### config.mk
export PLATFORM = sky130hd
export DESIGN_NAME = matrix_result_unloader
export DESIGN_NICKNAME = d
export VERILOG_FILES = /design/src/rtl/matrix_pkg.sv /design/src/rtl/matrix_result_fifo.sv /design/src/rtl/matrix_result_unloader.sv
export SDC_FILE = /design/constraint.sdc
export NUM_CORES = 1
export LEC_CHECK = 0
export BUFFER_PORTS_ARGS = -buffer_cell sky130_fd_sc_hd__buf_2
export CELL_PAD_IN_SITES_DETAIL_PLACEMENT = 2
export CELL_PAD_IN_SITES_GLOBAL_PLACEMENT = 2
export CORE_ASPECT_RATIO = 0.7
export CORE_UTILIZATION = 43
export CTS_BUF_LIST = sky130_fd_sc_hd__clkbuf_4 sky130_fd_sc_hd__clkbuf_8
export CTS_CLUSTER_SIZE = 8
export DETAILED_ROUTE_END_ITERATION = 6
export PLACE_DENSITY = 0.78
export SLEW_MARGIN = 20
export SYNTH_ARGS = -nofsm -noshare
export SYNTH_HDL_FRONTEND = slang
export SYNTH_SLANG_ARGS = --single-unit
### constraint.sdc
create_clock -name clk -period 8.7 [get_ports clk]
set_input_delay 1.305 -clock clk [delete_from_list [all_inputs] [get_ports clk]]
set_output_delay 1.305 -clock clk [all_outputs]
set_load 0.02 [all_outputs]
### src/rtl/matrix_pkg.sv
// matrix_pkg: shared widths and types for the matrix multiplier and its result unloader
package matrix_pkg;
  localparam int indata_size = 8;
  localparam int RES_W = 4 * indata_size;
  typedef struct packed {
    logic signed [RES_W-1:0] z11;
    logic signed [RES_W-1:0] z12;
    logic signed [RES_W-1:0] z21;
    logic signed [RES_W-1:0] z22;
  } result_set_t;
  typedef enum logic [1:0] {E11, E12, E21, E22} elem_idx_e;
  typedef enum logic {IDLE, STREAM} state_e;
endpackage

### src/rtl/matrix_result_fifo.sv
// matrix_result_fifo: DEPTH-entry FIFO of complete result sets
// Ports: wr_en/wr_data push a set (ignored when full), rd_en pops the head,
// rd_data is the head set, cnt is occupancy 0..DEPTH, full = (cnt == DEPTH).
module matrix_result_fifo
  import matrix_pkg::*;
#(
  parameter int DEPTH = 2,
  localparam int AW = $clog2(DEPTH),
  localparam int CW = $clog2(DEPTH + 1)
) (
  input  logic          clk,
  input  logic          reset,
  input  logic          wr_en,
  input  result_set_t   wr_data,
  input  logic          rd_en,
  output result_set_t   rd_data,
  output logic [CW-1:0] cnt,
  output logic          full
);
  result_set_t mem_q [DEPTH];
  logic [AW-1:0] wr_ptr_q, rd_ptr_q;
  logic [CW-1:0] cnt_q;
  logic wr;
  assign full = cnt_q == CW'(DEPTH);
  assign wr = wr_en && !full;
  assign cnt = cnt_q;
  assign rd_data = mem_q[rd_ptr_q];
  // Storage carries no reset; stale slots are never presented because
  // occupancy gates what the reader may look at.
  always_ff @(posedge clk)
    if (wr) mem_q[wr_ptr_q] <= wr_data;
  always_ff @(posedge clk)
    if (reset) begin
      wr_ptr_q <= '0;
      rd_ptr_q <= '0;
      cnt_q <= '0;
    end else begin
      if (wr) wr_ptr_q <= wr_ptr_q + 1'b1;
      if (rd_en) rd_ptr_q <= rd_ptr_q + 1'b1;
      cnt_q <= cnt_q + CW'(wr) - CW'(rd_en);
    end
endmodule

### src/rtl/matrix_result_unloader.sv
// matrix_result_unloader: buffers 2x2 result sets and streams them one element per beat
// Ports: res_valid + z11..z22 deliver a set from the core; res_ready advises a free slot;
// out_data/out_valid/out_ready/out_idx/out_last form the element stream;
// overflow/drop_cnt report dropped sets and are cleared by ovf_clear.
module matrix_result_unloader #(
  parameter int DEPTH = 2,
  parameter int RES_W = matrix_pkg::RES_W
) (
  input  logic                    clk,
  input  logic                    reset,
  input  logic                    res_valid,
  input  logic signed [RES_W-1:0] z11,
  input  logic signed [RES_W-1:0] z12,
  input  logic signed [RES_W-1:0] z21,
  input  logic signed [RES_W-1:0] z22,
  output logic                    res_ready,
  output logic        [RES_W-1:0] out_data,
  output logic                    out_valid,
  input  logic                    out_ready,
  output logic              [1:0] out_idx,
  output logic                    out_last,
  output logic                    overflow,
  input  logic                    ovf_clear,
  output logic              [7:0] drop_cnt
);
  import matrix_pkg::*;
  localparam int CW = $clog2(DEPTH + 1);
  state_e state_q, state_d;
  elem_idx_e word_idx_q, word_idx_d;
  logic overflow_q, overflow_d;
  logic [7:0] drop_cnt_q, drop_cnt_d;
  logic [CW-1:0] cnt;
  logic full, capture, drop, xfer, pop;
  result_set_t in_set, head;
  assign in_set = '{z11: z11, z12: z12, z21: z21, z22: z22};
  // Full is judged on registered occupancy, so a set arriving as the head
  // set finishes is still dropped.
  assign capture = res_valid && !full;
  assign drop = res_valid && full;
  assign xfer = out_valid && out_ready;
  assign pop = xfer && word_idx_q == E22;
  matrix_result_fifo #(.DEPTH(DEPTH)) u_fifo (
    .clk     (clk),
    .reset   (reset),
    .wr_en   (capture),
    .wr_data (in_set),
    .rd_en   (pop),
    .rd_data (head),
    .cnt     (cnt),
    .full    (full)
  );
  always_comb begin
    state_d = state_q == IDLE ? (capture ? STREAM : IDLE)
            : (pop && cnt == CW'(1) && !capture ? IDLE : STREAM);
    word_idx_d = xfer ? elem_idx_e'(word_idx_q + 2'd1) : word_idx_q;
    overflow_d = drop || (!ovf_clear && overflow_q);
    drop_cnt_d = ovf_clear ? {7'd0, drop}
               : drop && drop_cnt_q != 8'hFF ? drop_cnt_q + 8'd1 : drop_cnt_q;
  end
  always_ff @(posedge clk)
    if (reset) begin
      state_q <= IDLE;
      word_idx_q <= E11;
      overflow_q <= 1'b0;
      drop_cnt_q <= '0;
    end else begin
      state_q <= state_d;
      word_idx_q <= word_idx_d;
      overflow_q <= overflow_d;
      drop_cnt_q <= drop_cnt_d;
    end
  assign out_valid = state_q == STREAM;
  assign out_idx = word_idx_q;
  assign out_last = word_idx_q == E22;
  assign out_data = !out_valid ? '0
                  : word_idx_q == E11 ? head.z11
                  : word_idx_q == E12 ? head.z12
                  : word_idx_q == E21 ? head.z21 : head.z22;
  assign res_ready = !full;
  assign overflow = overflow_q;
  assign drop_cnt = drop_cnt_q;
endmodule

==> results of run 1 <==
routing by layer:
layer  share of wire, %  up-vias  GRT usage (%)
li1                   -     2670              -
met1                 42     3071           26.2
met2                 50      172           36.0
met3                6.0       70           5.80
met4                2.2       10           6.21
met5               0.27        -              0
metrics by stage:
| stage | hold WS, ps | worst slack (ps) | std cells | util (%) |
|---|---|---|---|---|
| finish | 494 | 4130 | 1116 | 51.9 |
| global placement | 464 | 4750 | 1046 | 48.8 |
| global route | 525 | 3970 | 1114 | 51.9 |
| detailed placement | 491 | 4530 | 1046 | 48.8 |
| CTS | 504 | 4090 | 1114 | 51.8 |
| floorplan | 472 | 1360 | 568 | - |
area by class of cell:
| class | count | area, um^2 |
|---|---|---|
| flip-flops and latches | 273 | 8040 |
| diodes | 2 | 5.00 |
| clock inverters | 10 | 42.5 |
| repair buffers | 183 | 928 |
| clock buffers | 58 | 704 |
| multi-input cells | 261 | 2700 |
| inverters | 4 | 15.0 |
| well taps | 325 | 407 |
| fillers | 2206 | 11900 |
cell families (layout without fill, tap and decap cells):
family / count (synthesis) / count (layout)
other: 0 / 2
AO/OA/AOI/OAI: 50 / 50
flip-flops: 273 / 273
multiplexers: 129 / 129
adder cells (fa/ha/maj): 6 / 6
XOR/XNOR: 7 / 7
buffers and inverters: 34 / 255
AND/OR/NAND/NOR: 69 / 69
worst min-delay path: cells and delay by family, from the launching register on:
| kind | cells | cell delay (ps) |
|---|---|---|
| AOI/OAI and AO/OA | 1 | 60 |
| DFF | 1 | 310 |
| and+or+nand+nor | 1 | 70 |
power by group:
part           leakage, uW  switching (uW)  internal (uW)
logic              0.00186             168            101
clock network     0.000395             479            518
registers          0.00254            36.3           1560
total              0.00479             684           2180
cells in the final DEF, fill, tap and decap left out, types with 2 or more instances in the layout:
cell and count:
edfxtp_1 256, buf_2 178, mux2_1 60, clkbuf_8 43, nand2_1 37, mux4_2 32
mux2i_1 32, o211a_1 32, clkbuf_4 15, dfxtp_1 15, a21oi_1 9, clkinv_1 8
nor2_1 7, mux2_2 5, buf_4 5, inv_1 4, nand3_1 4, xor2_1 4
xnor2_1 3, and3_1 3, ha_1 3, diode_2 2, nand2b_1 2, o31ai_1 2
or4_1 2, o211ai_1 2, o21ai_0 2, or3_1 2, nor3_1 2, ha_4 2
dfxtp_4 2
registers in the layout (all words and copies together) (netlist names), named ones only:
register	cells
u_fifo.mem_q	256
drop_cnt	8
out_idx	2
u_fifo.cnt	2
out_valid	1
overflow	1
u_fifo.rd_ptr_q	1
u_fifo.wr_ptr_q	1
final timing paths:
check,cells after the start,slack [ps],endpoint,startpoint
hold reg to reg,2,490,overflow,overflow
setup / recovery,6,4130,out_data[25],out_idx[0]
setup reg to reg,5,5360,u_fifo.mem_q[0][114],u_fifo.cnt[0]
hold / removal,2,490,overflow,overflow
==> results.toml, run 1 <==
[grt]
grt_pass1_vias = 6904
grt_max_degree = 70
overflow = 0
grt_use_total_pct = 21.0
antenna_found_initial = 7
grt_pass1_wl_um = 40200

[setup_path]
critical_path_arrival_ps = 3260
crit_family = "multiplexers"
crit_path_cell_trace = "inv_1 > ha_4 > mux2_1 > mux4_2 > o211a_1 > buf_2"
worstSetupPathType = "flop to output pin"
critPathBufInv = 2
startpoint_type = "flop"
slowest_delay_ps = 840
cp-end-kind = "output pin"
crit_slowest_cell = "ha_4"
cp.required_ps = 7390
critPathMaxFanout = 64

[pwr]
p_leak_uw = 0.00479
total_power_uw = 2860
ir_drop_mv = 0.127
power_density_mw_per_mm2 = 223

[synth]
synthMuxAreaShare_pct = 16.3
synth-edff-count = 256
yosysWarnings = 0
synth_area_mm2 = 0.0109
synthAdderAreaFrac_pct = 0.690
yosys-top-cells-count = "256 x edfxtp_1, 60 x mux2_1, 37 x nand2_1"
synth.avg_cell_area_um2 = 19.2
synth_compound_area_share_pct = 3.92
synth_most_common_cell = "edfxtp_1"
syn_inst = 568
yosys.cell_types.count = 39
yosys.area_share.xor_xnor_pct = 0.563
synth_nets = 707
yosysTopAreaCell = "edfxtp_1"
ys_ff_latch = 273
yosys.area_share.simple_pct = 2.98
yosysSeqAreaShare_pct = 73.8
postSynth.asyncResetShare_pct = 0
synthDominantCellAreaShare_pct = 70.7
synth_top_family_by_area = "multiplexers"
synthFlopType = "edfxtp_1"
synth.top_cells.by_area = "edfxtp_1 71%, mux4_2 6.6%, mux2_1 6.2%"

[cts]
cts.path.max_buffers = 3
tritoncts = "yes"
clk_latency_ps = 550
ctsRootBufferMaster = "clkbuf_8"
clock_sink_count = 273
numCtsBuffers = 43
cts_resized = 0
path_clk_slew_ps = 60
htreeDepth = 2
postCtsSetupBuffers = 0
postCtsHoldBufs = 0

[detailed_routing]
drtAntennaViolNets = 0
vias_per_cell = 5.37
drtIter0Drc = 224
wl_um = 26800
drt_pre_antenna_iters = 4
vias = 5993
post_drt_wl_per_cell_um = 24.0
drc = 0

[outcome]
status = "finished, final reports clean"

[floorplan]
dieWidth_um = 192
die_h_um = 135
ios = 179
num_rows = 48
core_mm2 = 0.0247
die_area_mm2 = 0.0260
start_util_pct = 44.0

[timing]
rsz0062_at_grt = "false"
max_freq_ghz = 0.219
hold_viol_final = 0
final-max-slew-violation-count = 0
setup-violations-final = 0
fin_tns_setup_ps = 0
min_period_ps = 4570
slew_headroom_pct = 30.7
worstMarginPinSlew_ps = 1040
min_period_over_period_pct = 52.5
fin_skew_ps = 23.5

[cells_and_area]
drive_above_1_share_pct = 36.6
area_growth_pct = 18.0
finish.instance_area_mm2 = 0.0128
fin_nets = 905

[placement]
postPlaceCellArea_mm2 = 0.0121
portBuffers = 178
dp_hpwl_um = 17400
gp_congestion = 0.763

[worst_hold_path]
hp-class = "flop to flop"

[job]
maxCapViolCount = 0
Note: power is estimated with default switching activity, not from simulation.
==> inputs of run 2 (changes only) <==
- clock period: 8.7 -> 4.5 ns (I/O delays scaled with it)
==> results.toml, run 2 (synthesis results as in run 1) <==
[floorplan]
core_mm2 = 0.0247
start_util_pct = 44.0
dieWidth_um = 192
num_rows = 48
die_h_um = 135
die_area_mm2 = 0.0260
ios = 179

[cells_and_area]
finish.utilization_pct = 52.3
layout_common_cells = "256 x edfxtp_1, 178 x buf_2, 60 x mux2_1"
largest_register_ffs = 256
drive_above_1_share_pct = 37.2
nFillCells = 2204
fin_nets = 907
final_common_cell = "edfxtp_1"
area_growth_pct = 19.0
finish.instance_area_mm2 = 0.0129
regMostFlops = "u_fifo.mem_q"

[grt]
antenna_found_initial = 8
grt_use_total_pct = 22.1
grt_pass1_vias = 6844
overflow = 0
grt_max_degree = 79
grt_pass1_wl_um = 41600

[placement]
gp_congestion = 0.763
postPlaceCellArea_mm2 = 0.0121
portBuffers = 178
dp_hpwl_um = 17700

[timing]
worstMarginPinSlew_ps = 1040
min_period_ps = 3980
min_period_over_period_pct = 88.5
fin_skew_ps = 18.4
slew_headroom_pct = 30.4
setup-violations-final = 0
hold_slack_ps = 296
fin_tns_setup_ps = 0
hold_viol_final = 0
rsz0062_at_grt = "false"
max_freq_ghz = 0.251
final-max-slew-violation-count = 0

[pwr]
ir_drop_mv = 0.295
p_leak_uw = 0.00483
power_density_mw_per_mm2 = 434

[detailed_routing]
vias_per_cell = 5.33
post_drt_wl_per_cell_um = 25.1
drtAntennaViolNets = 0
vias = 5991
drtIter0Drc = 310
drc = 0
wl_um = 28200
drt_pre_antenna_iters = 4

[cts]
clk_latency_ps = 570
ctsRootBufferMaster = "clkbuf_8"
postCtsSetupBuffers = 0
numCtsBuffers = 43
tritoncts = "yes"
cts.path.max_buffers = 3
htreeDepth = 2
path_clk_slew_ps = 70
postCtsHoldBufs = 0
cts_resized = 0
clock_sink_count = 273

[setup_path]
crit_path_cell_trace = "inv_1 > ha_4 > mux2_1 > mux4_2 > o211a_1 > buf_2"
slowest_delay_ps = 860
r2r_cells = 3
crit_slowest_cell = "ha_4"
cp-endpoint = "out_data[12]"
r2r_end = "u_fifo.mem_q[1][124]"
critPathMaxFanout = 64
cp-end-kind = "output pin"
critical_path_arrival_ps = 3310
ff2ff_setup_slack_ps = 2150
worstSetupPathType = "flop to output pin"
cp.required_ps = 3830
startpoint_type = "flop"
critPathLaunch = "out_idx[0]"
r2r-start = "u_fifo.cnt[0]"

[worst_hold_path]
hp-class = "input port to flop"

[outcome]
status = "finished, final reports clean"

[job]
maxCapViolCount = 0
## run 2: cell types whose count changed in the layout (fill, tap and decap cells not counted)
cell / delta
diode_2: +3
buf_12: +4
clkinv_2: -1
clkbuf_4: +4
dfxtp_4: -1
clkinvlp_4: +2
buf_4: -2
dfxtp_2: +1
clkinv_1: -1
## run 2: routing by layer
metal	part of all wire, %	global-route usage, %	routed length [um]	vias up
met3	6.7	6.52	1890	42
met4	1.4	5.51	398	8
met5	0.19	0	54	-
met2	50	38.3	14200	187
met1	41	27.2	11600	3071
li1	-	-	-	2683
## run 2: worst max-delay path, delay by kind of cell (launching register included)
kind            cells  cell delay [ps]
compound gates      1              240
fa+ha+maj           1              860
buf+inv             2              340
flops               1              370
mux                 2              910
## run 2: area by class of cell
class | count | area (um^2) | share of cell area, %
antenna | 5 | 12.5 | 0.0967
clock buffer | 62 | 734 | 5.67
clock inverter | 10 | 48.8 | 0.377
inverter | 4 | 15.0 | 0.116
multi-input combinational | 261 | 2700 | 20.9
sequential | 273 | 8030 | 62.1
tap | 325 | 407 | 3.14
timing repair buffer | 185 | 993 | 7.68
## run 2: how the worst min path moves through the flow
stage,cells past startpoint,from,to,slack (ps)
after CTS,1,z12[19],u_fifo.mem_q[0][83],260
after floorplan,2,u_fifo.rd_ptr_q,flop,470
after global routing,1,z12[19],u_fifo.mem_q[0][83],260
final,1,z12[19],u_fifo.mem_q[0][83],300
after global placement,2,overflow,overflow,460
after detailed placement,2,overflow,overflow,470
## run 2: stage by stage
stage | instances | power, uW | setup slack, ps
CTS | 1120 | 5700 | 468
global placement | 1048 | 3610 | 1250
finish | 1125 | 5620 | 516
global route | 1121 | 5840 | 351
detailed placement | 1048 | 3680 | 1110
floorplan | 568 | 3420 | 286
## run 2: report_power, final
group	internal, uW	switching [uW]	total, uW
clock	1040	960	2000
sequential	3010	66.3	3080
combinational	206	342	548
total	4260	1370	5620
==> inputs of run 3 (changes only) <==
- GPL_TIMING_DRIVEN: unset -> 0
- clock period: 4.5 -> 4.4 ns (I/O delays scaled with it)
==> results.toml, run 3 (synthesis results as in run 1) <==
[outcome]
status = "finished, final reports clean"

[cts]
postCtsHoldBufs = 0
clock_sink_count = 273
ctsRootBufferMaster = "clkbuf_8"
cts_resized = 0
cts.path.max_buffers = 3
path_clk_slew_ps = 60
tritoncts = "yes"
postCtsSetupBuffers = 0
htreeDepth = 2
clk_latency_ps = 550
numCtsBuffers = 44

[grt]
antenna_found_initial = 8
grt_max_degree = 52
grt_use_total_pct = 21.9
grt_pass1_wl_um = 41500
grt_pass1_vias = 6947
overflow = 0

[placement]
gp_congestion = 0.758
preCtsSetupSlack_ps = 1430
dp_hpwl_um = 19300
portBuffers = 178
dp.cells = 1079

[setup_path]
startpoint_type = "flop"
critical_path_arrival_ps = 2860
worstSetupPathType = "flop to output pin"
slowest_delay_ps = 470
cp-end-kind = "output pin"
crit_slowest_cell = "mux4_2"
critPathMaxFanout = 10
crit_path_cell_trace = "inv_1 > ha_1 > buf_6 > buf_6 > mux2_1 > mux4_2 > o211a_1 > buf_2"
cp.required_ps = 3740
cp_common_cell = "buf_6"

[pwr]
ir_drop_mv = 0.256
p_leak_uw = 0.00497
power_density_mw_per_mm2 = 438

[floorplan]
die_h_um = 135
die_area_mm2 = 0.0260
core_mm2 = 0.0247
ios = 179
num_rows = 48
dieWidth_um = 192
start_util_pct = 44.0

[timing]
worst_slack_ps = 881
hold_viol_final = 0
worstMarginPinSlew_ps = 820
slew_headroom_pct = 45.4
rsz0062_at_grt = "false"
fin_skew_ps = 9.32
min_period_over_period_pct = 80.0
max_freq_ghz = 0.284
final-max-slew-violation-count = 0
setup-violations-final = 0
min_period_ps = 3520

[cells_and_area]
largest_register_ffs = 256
area_growth_pct = 21.0
fin_nets = 939
nFillCells = 2170
final_common_cell = "edfxtp_1"
instances_no_fill = 1156
drive_above_1_share_pct = 36.9
regMostFlops = "u_fifo.mem_q"
layout_common_cells = "256 x edfxtp_1, 185 x buf_2, 60 x mux2_1"

[detailed_routing]
wl_met1_um = 11800
vias = 6074
vias_per_cell = 5.25
top_layer = "met5"
wl_met2_um = 13500
drt_pre_antenna_iters = 4
drtIter0Drc = 220
drtAntennaViolNets = 0
dr_wl_met3_um = 1830
drc = 0
post_drt_wl_per_cell_um = 24.0
wl_um = 27700

[worst_hold_path]
hp-class = "input port to flop"

[job]
maxCapViolCount = 0
==> run 3: stage by stage <==
step                      total power (uW)  hold WS (ps)  cell area [um^2]  util [%]  TNS (ps)
after floorplan                       3500           472             10900         -         0
after global placement                3720           462             12200      49.2   -170820
after detailed placement              3800           482             12400      50.0         0
after CTS                             5860           245             13200      53.2         0
after global routing                  6010           252             13200      53.2         0
final                                 5770           290             13200      53.2         0
==> run 3: where the power goes <==
group	internal, uW	switching [uW]
Sequential	3080	57.0
Clock	1090	955
Combinational	237	361
==> run 3: per-layer routing <==
metal  vias to the layer above  global-route usage, %
met5                         -                      0
met4                         8                   6.08
met3                        47                   6.47
li1                       2741                      -
met2                       180                   36.7
met1                      3098                   27.7
==> run 3: cell type report <==
| cell class | instances | area, um^2 | share of cell area [%] |
|---|---|---|---|
| inverter | 4 | 15.0 | 0.114 |
| antenna | 5 | 12.5 | 0.0950 |
| buffer | 30 | 178 | 1.35 |
| clock buffer | 62 | 753 | 5.72 |
| timing repair buffer | 186 | 1070 | 8.09 |
| sequential | 273 | 8030 | 61.0 |
| clock inverter | 10 | 38.8 | 0.295 |
| tap | 325 | 407 | 3.09 |
| multi-input combinational | 261 | 2670 | 20.3 |
==> run 3: worst max-delay path, delay by kind of cell (launching register included) <==
| kind | cells | cell delay, ps |
|---|---|---|
| flops | 1 | 350 |
| compound gates | 1 | 250 |
| buf+inv | 4 | 710 |
| fa+ha+maj | 1 | 180 |
| mux | 2 | 810 |
==> run 3: final timing paths <==
path,from,endpoint,slack (ps),cells past startpoint
hold / removal,z22[10],u_fifo.mem_q[1][10],290,1
setup / recovery,out_idx[0],out_data[22],880,8
hold reg to reg,overflow,overflow,490,2
setup reg to reg,u_fifo.cnt[0],u_fifo.mem_q[0][77],2200,6
